`src/rtl/uart_time_cmd.sv`:
```
// uart_time_cmd: parses "S<tens><units>\r" UART receive bytes into a digit-counter reload.
// Define UART_TIME_CMD_ECHO_EN to return an ack byte ('K' on load, 'E' on error) to the transmitter.
module uart_time_cmd #(
  parameter int unsigned TIMEOUT_CYCLES = 5000000,
  parameter int unsigned MAX_TENS       = 5
) (
  input  logic       clk,
  input  logic       resett,
  input  logic [7:0] rx_data,
  input  logic       rx_valid,
  output logic [3:0] reconfig_l,
  output logic [3:0] reconfig_m,
  output logic       reconfig_en,
  output logic       cmd_err,
  output logic [7:0] tx_data,
  output logic       tx_valid,
  input  logic       tx_ready
);

  localparam int unsigned      CNT_W         = $clog2(TIMEOUT_CYCLES + 1);
  localparam logic [CNT_W-1:0] CNT_MAX       = CNT_W'(TIMEOUT_CYCLES);
  localparam logic [CNT_W-1:0] CNT_LAST      = CNT_W'(TIMEOUT_CYCLES - 1);
  localparam logic [7:0]       TENS_MAX_CHAR = 8'(32'h30 + MAX_TENS);

  typedef enum logic [1:0] {
    IDLE,
    GOT_S,
    GOT_TENS,
    GOT_UNITS
  } state_e;

  state_e           state_q, state_d;
  logic [CNT_W-1:0] cnt_q, cnt_d;
  logic [3:0]       tens_q, tens_d;
  logic [3:0]       units_q, units_d;
  logic [3:0]       load_m_q, load_m_d;
  logic [3:0]       load_l_q, load_l_d;
  logic             load_en_q, load_en_d;
  logic             err_q, err_d;

  logic       is_s, is_digit, is_tens, is_cr;
  logic [3:0] digit;

  assign is_s     = (rx_data == 8'h53) || (rx_data == 8'h73);
  assign is_digit = (rx_data >= 8'h30) && (rx_data <= 8'h39);
  assign is_tens  = (rx_data >= 8'h30) && (rx_data <= TENS_MAX_CHAR);
  assign is_cr    = (rx_data == 8'h0D);
  // ASCII '0'..'9' carry their binary value in the low nibble.
  assign digit    = rx_data[3:0];

  always_comb begin
    // NOTE: every variable gets a default before any branch; a path that leaves one unassigned infers a latch.
    state_d   = state_q;
    cnt_d     = cnt_q;
    tens_d    = tens_q;
    units_d   = units_q;
    load_m_d  = load_m_q;
    load_l_d  = load_l_q;
    load_en_d = 1'b0;
    err_d     = 1'b0;

    if (state_q == IDLE) begin
      cnt_d = '0;
    end else if (cnt_q != CNT_MAX) begin
      cnt_d = cnt_q + 1'b1;
    end

    if (rx_valid) begin
      cnt_d = '0;
      if (is_s) begin
        state_d = GOT_S;
      end else begin
        unique case (state_q)
          IDLE: ;
          GOT_S: begin
            if (is_tens) begin
              tens_d  = digit;
              state_d = GOT_TENS;
            end else begin
              err_d   = 1'b1;
              state_d = IDLE;
            end
          end
          GOT_TENS: begin
            if (is_digit) begin
              units_d = digit;
              state_d = GOT_UNITS;
            end else begin
              err_d   = 1'b1;
              state_d = IDLE;
            end
          end
          GOT_UNITS: begin
            if (is_cr) begin
              load_m_d  = tens_q;
              load_l_d  = units_q;
              load_en_d = 1'b1;
            end else begin
              err_d = 1'b1;
            end
            state_d = IDLE;
          end
          default: state_d = IDLE;
        endcase
      end
    end else if ((state_q != IDLE) && (cnt_q == CNT_LAST)) begin
      // The limit is reached on this edge with no byte: abandon the frame.
      err_d   = 1'b1;
      state_d = IDLE;
    end
  end

  always_ff @(posedge clk or negedge resett) begin
    if (!resett) begin
      state_q   <= IDLE;
      cnt_q     <= '0;
      tens_q    <= '0;
      units_q   <= '0;
      load_m_q  <= '0;
      load_l_q  <= '0;
      load_en_q <= 1'b0;
      err_q     <= 1'b0;
    end else begin
      // NOTE: state registers use non-blocking assignment so every flop samples pre-edge values.
      state_q   <= state_d;
      cnt_q     <= cnt_d;
      tens_q    <= tens_d;
      units_q   <= units_d;
      load_m_q  <= load_m_d;
      load_l_q  <= load_l_d;
      load_en_q <= load_en_d;
      err_q     <= err_d;
    end
  end

  assign reconfig_m  = load_m_q;
  assign reconfig_l  = load_l_q;
  assign reconfig_en = load_en_q;
  assign cmd_err     = err_q;

`ifdef UART_TIME_CMD_ECHO_EN
  logic       tx_valid_q, tx_valid_d;
  logic [7:0] tx_data_q, tx_data_d;

  // The newest status always wins, even over a byte handed off on the same edge.
  always_comb begin
    tx_valid_d = tx_valid_q;
    tx_data_d  = tx_data_q;
    if (load_en_d) begin
      tx_valid_d = 1'b1;
      tx_data_d  = 8'h4B;
    end else if (err_d) begin
      tx_valid_d = 1'b1;
      tx_data_d  = 8'h45;
    end else if (tx_valid_q && tx_ready) begin
      tx_valid_d = 1'b0;
    end
  end

  always_ff @(posedge clk or negedge resett) begin
    if (!resett) begin
      tx_valid_q <= 1'b0;
      tx_data_q  <= 8'h00;
    end else begin
      tx_valid_q <= tx_valid_d;
      tx_data_q  <= tx_data_d;
    end
  end

  assign tx_valid = tx_valid_q;
  assign tx_data  = tx_data_q;
`else
  logic unused_tx_ready;
  assign unused_tx_ready = tx_ready;
  assign tx_valid        = 1'b0;
  assign tx_data         = 8'h00;
`endif

endmodule

```
`config.mk`:
```
export PLATFORM = sky130hd
export DESIGN_NAME = uart_time_cmd
export DESIGN_NICKNAME = d
export VERILOG_FILES = /design/src/rtl/uart_time_cmd.sv
export SDC_FILE = /design/constraint.sdc
export NUM_CORES = 1
export LEC_CHECK = 0
export ABC_CLOCK_PERIOD_IN_PS = 2000
export BUFFER_PORTS_ARGS = -buffer_cell sky130_fd_sc_hd__buf_2
export CORE_ASPECT_RATIO = 0.7
export CORE_MARGIN = 4
export CORE_UTILIZATION = 41
export DETAILED_ROUTE_END_ITERATION = 8
export GPL_ROUTABILITY_DRIVEN = 1
export GPL_TIMING_DRIVEN = 0
export SYNTH_ARGS = -nofsm -noshare
export SYNTH_HDL_FRONTEND = slang
export SYNTH_SLANG_ARGS = --single-unit
```
`constraint.sdc`:
```
create_clock -name clk -period 2 [get_ports clk]
set_input_delay 0.1 -clock clk [delete_from_list [all_inputs] [get_ports clk]]
set_output_delay 0.1 -clock clk [all_outputs]
set_load 0.01 [all_outputs]
```
==> results.toml <==
[floorplan]
start_util_pct = 42.6
die_w_microns = 96.4
num_io_pins = 31
coreArea_sq_um = 5260
die_h_microns = 69.9
num_rows = 22
die_area_sq_um = 6730

[yosys]
synth_common_cells = "dfrtp_1, mux2_2, a21oi_1, nand2_1, nand3_1"
synth_area_sq_um = 2240
synth_edf_count = 0
synth-seq-cells = 43
synth_top_area_share_pct = 48.0
postSynthAreaPerCell_sq_um = 10.4
synth_area_leaders = "dfrtp_1, mux2_2, buf_4, a21oi_1, nand3_1"
synth_most_common_cell = "dfrtp_1"
synth-seq-area-share_pct = 48.0
ys_types = 41
yosysTopAreaCell = "dfrtp_1"
yosys_most_used_dff = "dfrtp_1"
ys_warn_count = 0
synth_cells = 215
synthArstFlopShare_pct = 100

[clocking]
numCtsBuffers = 5
cts_root_buf = "clkbuf_8"
clockBufferDepth = 2
tritoncts = "built"
insertion_delay_ps = 290
clock-sinks = 43
htreeDepth = 2
cts.clk_slew.worst_paths_ps = 80

[detailed_routing]
firstDrtPassIters = 4
post-route-drc-count = 0
drt.antenna.violating_nets = 0
vias_per_cell = 5.30
wire_per_inst_microns = 14.1
vias = 1712
routed_wl_microns = 4550
drt_iter0_markers = 110

[place]
dp_slack_ps = 40.7
place_area_sq_um = 2460
dpl.hpwl_microns = 3400
dp.cells = 315
numPortBuffers = 20
gp_congestion = 0.787

[global_route]
grt_pass1_wl_microns = 7610
grt_use_total_pct = 14.4
grt_pass1_vias = 1555
grt-ovfl-total = 0
grt_max_degree = 44
antenna_found_initial = 0

[worst_setup_path]
path_class = "reg -> reg"
arrival_ps = 2110
crit_fanout = 10
critPathMaxStageDelay_ps = 430
end_kind = "flop"
cp-start-kind = "flop"
path_buf_inv = 1
r2r_slack_ps = 100
slowest_stage = "dfrtp_1"
critPathRequiredTime_ps = 2210
cp_cell_sequence = "and4_1 > nand4_1 > clkbuf_1 > or3_1 > a21oi_1"
cpLargestDelayFamily = "simple AND/OR/NAND/NOR gates"

[cells_and_area]
final_cell_count_no_fill = 323
drive_gt1_share_pct = 25.9
fillerInstances = 506
area_growth_pct = 16.5
n_antenna_cell = 0
nNetsFinal = 264
stdcell_area_sq_um = 2610
seqCellArea_sq_um = 1080
multi_input_area_sq_um = 1080

[power]
clkPwrFrac_pct = 45.5
p_seq_share_pct = 50.5
p_leak_nw = 1.17
swShare_pct = 19.1
power_switching_mw = 0.328
irDropWorstVdd_mv = 0.355
pwr_density_cell_nw_per_um2 = 660
power_frac_comb_pct = 3.9
p_int_mw = 1.39

[hold_path]
hold_class = "in -> reg"

[timing]
tightestPinTransition_ps = 944
period_minus_slack_ps = 1900
fmax_mhz = 526
hold_viol = 0
relSlewSlack_pct = 37.1
rsz0062_at_grt = "false"
period_share_pct = 95.0
skew_ps = 4.13
fin_setup_tns_ps = 0
finalWorstSetupSlack_ps = 101
slew_violations = 0
setup-violations-final = 0

[run]
maxCapViolations = 0

[run_status]
outcome = "completed"
[cells by family (layout without fill, tap and decap cells)]
group | after synthesis | after routing | share of synthesized area (%)
mux | 17 | 17 | 8.43
buf+inv | 23 | 51 | 5.42
flops | 43 | 43 | 48.0
fa+ha+maj | 2 | 2 | 1.12
other cells | 1 | 9 | 0.167
simple gates | 88 | 88 | 24.2
compound gates | 32 | 32 | 9.16
xor+xnor | 9 | 9 | 3.52
[worst reg2reg max path: stages, from the launching register on]
cell	delay [ps]
dfrtp_1	430
and4_1	290
nand4_1	250
clkbuf_1	300
or3_1	400
a21oi_1	140
[placed cells by master, fill, tap and decap left out, drive strengths merged, types with 4 or more instances in the layout]
master / count
nand4: 8
nand3: 14
or4: 7
xnor2: 4
conb: 9
o31ai: 8
and3: 8
nor4: 6
and4: 4
xor2: 5
nor2: 11
mux2: 15
nand2: 13
a21oi: 13
inv: 7
clkbuf: 10
buf: 31
dfrtp: 43
[what timing repair did]
action                                  in CTS  in global routing
setup buffers                                0                  1
endpoints found under the hold margin       41                  0
endpoints found under the setup margin       0                  1
hold buffers                                 1                  0
resized for setup                            0                  1
[cell type report]
type                            instances  share of cell area (%)
Multi-Input combinational cell        157                    41.4
Sequential cell                        43                    41.2
Timing Repair Buffer                   22                    4.51
Tap cell                               72                    3.45
Buffer                                 14                    3.36
Clock buffer                            6                    2.78
Clock inverter                          2                    2.30
Inverter                                7                    1.01
[final timing paths]
check,start,end,depth (start not counted)
hold / removal,rx_data[0],units_q[0],2
setup reg to reg,cnt_q[10],cnt_q[19],5
min in group asynchronous,resett,cnt_q[13],2
hold reg to reg,tens_q[3],tens_q[3],1
setup / recovery,cnt_q[10],cnt_q[19],5
max in group asynchronous,resett,cnt_q[11],2
[state kept, by name (all words and copies together) (netlist names)]
signal and count:
reconfig_m 4, cnt_q 23, cmd_err 1, reconfig_l 4
state_q 2, reconfig_en 1, tens_q 4, units_q 4
[stage by stage]
step                total power, mW  hold WS (ps)  util, %
floorplan                     0.918          -196        -
global placement              0.955           323     46.8
detailed placement            0.955           311     46.8
CTS                            1.75          69.4     49.5
global route                   1.79          72.2     49.6
finish                         1.72          75.7     49.6
[metal layers]
layer,wire length [microns],global-route usage (%)
met1,2470,23.6
met2,1790,18.5
met3,251,3.88
met4,33,3.27
met5,0,0
[power groups by stage]
stage / sequential [mW] / combinational (mW) / clock, mW
after CTS: 0.869 / 0.0696 / 0.811
after global routing: 0.870 / 0.0787 / 0.843
final: 0.870 / 0.0680 / 0.784
after global placement: 0.887 / 0.0685 / 0
after detailed placement: 0.887 / 0.0682 / 0
after floorplan: 0.887 / 0.0313 / 0
(Power assumes the default switching activity.)
